$ cat src/rtl/lif_sequencer.sv
// lif_sequencer: byte-stream command sequencer for the LIF/PWM neuron.
// Decodes opcodes into setup strobes and timed execute bursts, counts spikes.
// Ports:
//   clk, rst_n              clock, async active-low reset
//   in_data/valid/ready     command + payload byte stream
//   abort                   synchronous return to idle
//   cfg_we/sel/data         one-cycle setup write to the datapath
//   exec_en, spike_in       execute enable out, registered spike back
//   result_valid            one-cycle pulse, spike_count holds the burst total
//   busy                    high outside idle
module lif_sequencer #(
  parameter int N_STAGES   = 5,
  parameter int VEC_BYTES  = (2**N_STAGES)/8,
  parameter int COUNT_BITS = 6
) (
  input  logic                  clk,
  input  logic                  rst_n,
  input  logic [7:0]            in_data,
  input  logic                  in_valid,
  output logic                  in_ready,
  input  logic                  abort,
  output logic                  cfg_we,
  output logic [2:0]            cfg_sel,
  output logic [7:0]            cfg_data,
  output logic                  exec_en,
  input  logic                  spike_in,
  output logic                  result_valid,
  output logic [COUNT_BITS-1:0] spike_count,
  output logic                  busy
);

  localparam int REM_W = $clog2(VEC_BYTES + 1);

  typedef enum logic [2:0] {
    S_IDLE,
    S_LOAD,
    S_RUN,
    S_DRAIN,
    S_DONE
  } state_t;

  state_t           state;
  logic [2:0]       code;
  logic [REM_W-1:0] remaining;
  logic [5:0]       run_cnt;
  logic             exec_q;

  logic op_run;
  logic op_rsv;
  logic op_vec;

  assign op_run = in_data[2:0] == 3'b111;
  assign op_rsv = in_data[2:0] == 3'b101;
  assign op_vec = in_data[2:1] == 2'b00;

  assign in_ready = (state == S_IDLE || state == S_LOAD) && !abort;
  assign busy     = state != S_IDLE;

  always_ff @(posedge clk or negedge rst_n) begin
    if (!rst_n) begin
      state        <= S_IDLE;
      code         <= '0;
      remaining    <= '0;
      run_cnt      <= '0;
      exec_q       <= 1'b0;
      cfg_we       <= 1'b0;
      cfg_sel      <= '0;
      cfg_data     <= '0;
      exec_en      <= 1'b0;
      result_valid <= 1'b0;
      spike_count  <= '0;
    end else begin
      cfg_we       <= 1'b0;
      result_valid <= 1'b0;
      // exec_q lines up with the datapath's registered spike output
      exec_q       <= exec_en;
      if (exec_q && spike_in && spike_count != '1)
        spike_count <= spike_count + 1'b1;

      if (abort) begin
        state   <= S_IDLE;
        exec_en <= 1'b0;
      end else begin
        unique case (state)
          S_IDLE: begin
            if (in_valid) begin
              unique case (1'b1)
                op_run: begin
                  run_cnt     <= {1'b0, in_data[7:3]} + 6'd1;
                  spike_count <= '0;
                  exec_en     <= 1'b1;
                  state       <= S_RUN;
                end
                op_rsv: state <= S_IDLE;
                default: begin
                  code      <= in_data[2:0];
                  remaining <= op_vec ? REM_W'(VEC_BYTES)
                                      : REM_W'(1);
                  state     <= S_LOAD;
                end
              endcase
            end
          end
          S_LOAD: begin
            if (in_valid) begin
              cfg_we    <= 1'b1;
              cfg_sel   <= code;
              cfg_data  <= in_data;
              remaining <= remaining - 1'b1;
              if (remaining == REM_W'(1))
                state <= S_IDLE;
            end
          end
          S_RUN: begin
            if (run_cnt == 6'd1) begin
              exec_en <= 1'b0;
              state   <= S_DRAIN;
            end else begin
              run_cnt <= run_cnt - 6'd1;
            end
          end
          S_DRAIN: begin
            result_valid <= 1'b1;
            state        <= S_DONE;
          end
          S_DONE:  state <= S_IDLE;
          default: state <= S_IDLE;
        endcase
      end
    end
  end

endmodule

$ cat config.mk
export PLATFORM = sky130hd
export DESIGN_NAME = lif_sequencer
export DESIGN_NICKNAME = d
export VERILOG_FILES = /design/src/rtl/lif_sequencer.sv
export SDC_FILE = /design/constraint.sdc
export NUM_CORES = 1
export LEC_CHECK = 0
export BUFFER_PORTS_ARGS = -buffer_cell sky130_fd_sc_hd__buf_2
export CORE_AREA = 10 10 84 86
export DETAILED_ROUTE_END_ITERATION = 8
export DIE_AREA = 0 0 94 96
export PLACE_DENSITY_LB_ADDON = 0.2
export SKIP_CTS_REPAIR_TIMING = 1
export SYNTH_ARGS = -nofsm -noshare
export SYNTH_HDL_FRONTEND = slang
export SYNTH_SLANG_ARGS = --single-unit
$ cat constraint.sdc
create_clock -name clk -period 2.51 [get_ports clk]
set_input_delay 0.3765 -clock clk [delete_from_list [all_inputs] [get_ports clk]]
set_output_delay 0.3765 -clock clk [all_outputs]
set_load 0.005 [all_outputs]
Word level (Yosys, flattened, before mapping)
Cells that the tools add are included.
- register bits after elaboration: 36
- bits of input ports: 13
- output and inout port bits: 22
- word-level logic and storage cells: 84
- add/subtract/negate cells: 4
- equality and inequality tests: 18
- mux-type cells: 31
- bitwise operators: 2
- reduce and logical (&&, ||, !) cells: 18
- operators with widths (cell ; number):
    $mux W6 ; 8
    $mux W3 ; 9
    $ne A3 B3 Y1 const B ; 4
    $pmux W3 S4 ; 1
    $pmux W6 S2 ; 1
    $reduce_and A4 Y1 ; 3
    $ne A2 B2 Y1 const B ; 5
    $reduce_and A5 Y1 ; 2
    $mux W1 ; 9
    $add A5 B1 Y6 const B ; 1
    $add A6 B1 Y6 const B ; 1
    $eq A3 B1 Y1 const B ; 2
    $eq A3 B2 Y1 const B ; 2
    $eq A3 B3 Y1 const B ; 2
    $eq A6 B1 Y1 const B ; 1
    $ne A6 B6 Y1 const B ; 1
    $pmux W3 S2 ; 1
    $reduce_bool A3 Y1 ; 2
    $sub A6 B1 Y6 const B ; 1
    $pmux W2 S2 ; 1
    $reduce_bool A2 Y1 ; 2
    $logic_and A1 B1 Y1 ; 3
    $logic_not A3 Y1 ; 1
    $ne A3 B2 Y1 const B ; 1
    other kinds (8) ; 9

Longest topological paths before layout
- word-level depth: 7
- depth in mapped cells: 6
- mapped depth without buffers: 6

Worst setup path after synthesis
Ideal clock, no wire load.
- path type: register to register
- start: register state[0]
- end: register run_cnt[5]
- setup time: 122 ps
- arrival time: 1612 ps
- required time: 2388 ps
- setup slack: 776 ps
- stages on the path, launching flop included: 7
- buffers on the path: 2
- period minus slack after synthesis: 1734 ps
- cell sequence: dfrtp_1 -> buf_6 -> or3b_1 -> buf_2 -> a211oi_4 -> nand3_1 -> a32o_1
- cells in the longest elaborated chain, start to end: 3
- elaborated cells between the ends (all ways): 8
- classes of those cells: eq/ne (4); mux (1); reduce/logical (3)
- RTL lines (element ; RTL line ; text):
    from (decl) ; 42 ; state_t state;
    from (signal assigned) ; 61 ; state <= S_IDLE;
    from (signal assigned) ; 81 ; state <= S_IDLE;
    from (signal assigned) ; 92 ; state <= S_RUN;
    $eq A3 B2 Y1 / $logic_not A3 Y1 (equally long branches) ; 84 ; unique case (state)
    $ne A2 B2 Y1 (no line) / $reduce_bool A2 Y1 (equally long branches) ; n/a ;
    $reduce_and A5 Y1 (no line) ; n/a ;
    to (signal assigned) ; 89 ; run_cnt <= {1'b0, in_data[7:3]} + 6'd1;
    to (signal assigned) ; 119 ; run_cnt <= run_cnt - 6'd1;
    to (decl) ; 45 ; logic [5:0] run_cnt;
Parallel ways exist; a longest one is shown, timed or not.
A chain may end at the register's enable or synchronous reset.

Worst setup path after layout
- start: register state[1]
- end: register run_cnt[0]
Same word-level chain as after synthesis.

==> metrics <==
global-route wire length before repair=6741 um; post-synthesis register bit count=36; largest net degree at the start of global routing=37; switching part of the total power=30.94%; Reg power frac=46.2%; PwrDens=850.7 nW/um2; total global routing overflow=0; Synth warnings=0; Vert. Die Dim=96 um; max frequency=505.6 MHz; mux cell area share after synthesis=8.440%; Initial DRT Pass Iterations=4; fin crit period=1.978 ns; final instance area=2187 um2; max_cap viols=0; Setup violations, final=0; Top Ports=35; Post-Syn Area per Cell=10.90 um2; drt first-iter violations=80; layout cell share with drive strength beyond 1=31.40%; CTS Buf Count=5; commonest non-fill, non-tap cell in the layout=dfrtp_1; Pwr Total=1.861 mW; quantity of I/O buffers inserted on ports=34; Ant. Diodes=0; Seq/Total Area, Yosys=48.62%; DRT antenna net count=0; simple-gate share of the synthesized area=16.88%; root buffer cell=clkbuf_8; Initial Utilization=34.28%; status=finished, final reports clean; Max-slew headroom=46.89%; Synth Area in Compound Gates=13.64%; post-route setup slack=0.5321 ns; Longest Clk Path Bufs=2; Area Overhead vs Synth=18.03%; Clk pwr share=27.6%; Remaining DRCs=0; RD Place Congestion=0.8310; Hold Fails Final Rpt=0; Hold Crit Class=in2async; Internal Power=1.285 mW; Peak supply drop=0.4772 mV; P_sw=575.7 uW; RSZ-0062 raised after global routing=false; XOR/XNOR Fraction of Synth Area=3.309%; clk sinks=36; Syn Inst Count=170; total global-route track usage=9.463%; Startpoint Class=flop; commonest cells after routing, fill and taps aside=36 x dfrtp_1, 34 x buf_2, 14 x nor2_1; DP HPWL=3058 um; core box area=5405 um2; row count=27; Post-Synth Adder-Cell Area=4.051%; Total Nets Final=225; initial antenna violation count=0; Worst Path Required=2.70 ns; WL/cell=14.38 um; Clock Skew=0.005541 ns; final period utilization=78.80%; worst-path maximum fanout=9; CP endpoint kind=flop; H-tree depth=2; synthesized area=1853 um2; DR vias=1393; DR vias/cell=4.993; hold_ws=0.1592 ns; Clk Latency, worst-skew pair=0.30 ns; die width=94 um; Gate power share=26.2%; max-slew violation count=0; Worst-path clk slew=0.08 ns; Crit path arrival time=2.17 ns; Area after DPL=2076 um2; CTS tree=yes; Slew @ Worst Pin=0.7967 ns; P_leak=1.030 nW; dpl ws=0.5218 ns; synth unique cells=48; routed wire length=4013 um; vias in the first global route=1379; FILL cells=555; Crit Path Category=reg2reg; total die area=9024 um2; Net Count, Synth=189; Setup TNS Final=0 ns; largest family of logic cells by synthesized area=simple AND/OR/NAND/NOR gates
==> synth_stat cells (all sizes together) <==
| cell | number | area, um2 |
|---|---|---|
| nand2b | 1 | 6.260 |
| o21ai | 5 | 25.02 |
| dfrtp | 36 | 900.9 |
| mux2 | 13 | 146.4 |
| or4 | 1 | 7.510 |
| a31oi | 1 | 6.260 |
| nor4 | 3 | 25.02 |
| a22o | 1 | 8.760 |
| nand2 | 11 | 41.29 |
| o221ai | 1 | 8.760 |
| o21a | 2 | 15.01 |
| o21bai | 1 | 7.510 |
| a211o | 1 | 8.760 |
| or3b | 1 | 8.760 |
| a21oi | 2 | 10.01 |
| a32o | 1 | 10.01 |
| nand3 | 9 | 45.04 |
| a211oi | 2 | 27.53 |
| and3 | 4 | 25.02 |
| buf | 7 | 52.54 |
| o22a | 3 | 26.28 |
| mux2i | 1 | 10.01 |
| or3 | 3 | 18.77 |
| nor3b | 3 | 32.53 |
| or2 | 1 | 6.260 |
| nor2b | 1 | 6.260 |
| nand4 | 1 | 6.260 |
| xnor2 | 3 | 26.28 |
| o211ai | 1 | 7.510 |
| a31o | 1 | 8.760 |
| nor3 | 4 | 31.28 |
| ha | 6 | 75.07 |
| a2111oi | 2 | 23.77 |
| inv | 11 | 41.29 |
| o31ai | 1 | 7.510 |
| xor2 | 4 | 35.03 |
| a32oi | 1 | 8.760 |
| a22oi | 3 | 22.52 |
| nor2 | 14 | 52.55 |
| a21o | 1 | 7.510 |
| o22ai | 2 | 12.51 |
==> final cells by class <==
type                            instances  area [um2]  share of cell area, %
Clock buffer                            5       68.82                  3.146
Multi-Input combinational cell        116       858.3                  39.24
Clock inverter                          3       42.54                  1.945
Sequential cell                        36       900.9                  41.19
Inverter                               11       41.29                  1.888
Timing Repair Buffer                   36       185.2                  8.467
Tap cell                               72       90.09                  4.119
==> per-stage QoR <==
| stage | utilization [%] | std cells |
|---|---|---|
| final | 40.46 | 279 |
| after detailed placement | 38.40 | 271 |
| after CTS | 40.46 | 279 |
| after global routing | 40.46 | 279 |
| after global placement | 38.40 | 271 |
| after floorplan | - | 170 |
==> state kept, by name, summed over array words and instances (netlist names) <==
register	cells
cfg_data	8
run_cnt	6
spike_count	6
cfg_sel	3
code	3
remaining	3
state	3
cfg_we	1
exec_en	1
exec_q	1
result_valid	1
==> power by group through the flow <==
stage / combinational [mW] / clock [mW] / sequential [mW]
3_5_place_dp: 0.500 / 0 / 0.871
4_1_cts: 0.501 / 0.524 / 0.861
6_report: 0.488 / 0.513 / 0.859
5_1_grt: 0.556 / 0.547 / 0.883
2_1_floorplan: 0.300 / 0 / 0.859
3_3_place_gp: 0.502 / 0 / 0.867
==> logic make-up after synthesis <==
logic type / count (synthesis)
and+or+nand+nor: 57
DFF: 36
AOI/OAI and AO/OA: 32
buffers and inverters: 18
muxes: 14
xor gates and xnor gates: 7
adders and majority gates: 6
==> worst max-delay path: stages (launching register included) <==
cell	delay, ns
dfrtp_1	0.47
nor4_2	0.40
nor3b_2	0.53
buf_4	0.25
a22oi_1	0.09
o21a_1	0.13
==> metal layers <==
metal  up-vias  track usage, %  share of wire [%]
met5         -               0                  0
met2        28           14.86                 48
met4         0           3.924                1.9
met3         9           4.436                6.2
met1       672           10.93                 44
li1        684               -                  -
==> final timing paths <==
kind	end	cells after the start	slack, ns	startpoint
setup / recovery	run_cnt[0]	5	0.53	state[1]
hold / removal	cfg_data[7]	1	0.16	rst_n
setup reg to reg	run_cnt[0]	5	0.53	state[1]
hold reg to reg	exec_q	0	0.43	exec_en
max in group asynchronous	remaining[1]	1	1.85	rst_n
min in group clk	code[1]	2	0.36	in_data[1]
(Power assumes the default switching activity.)
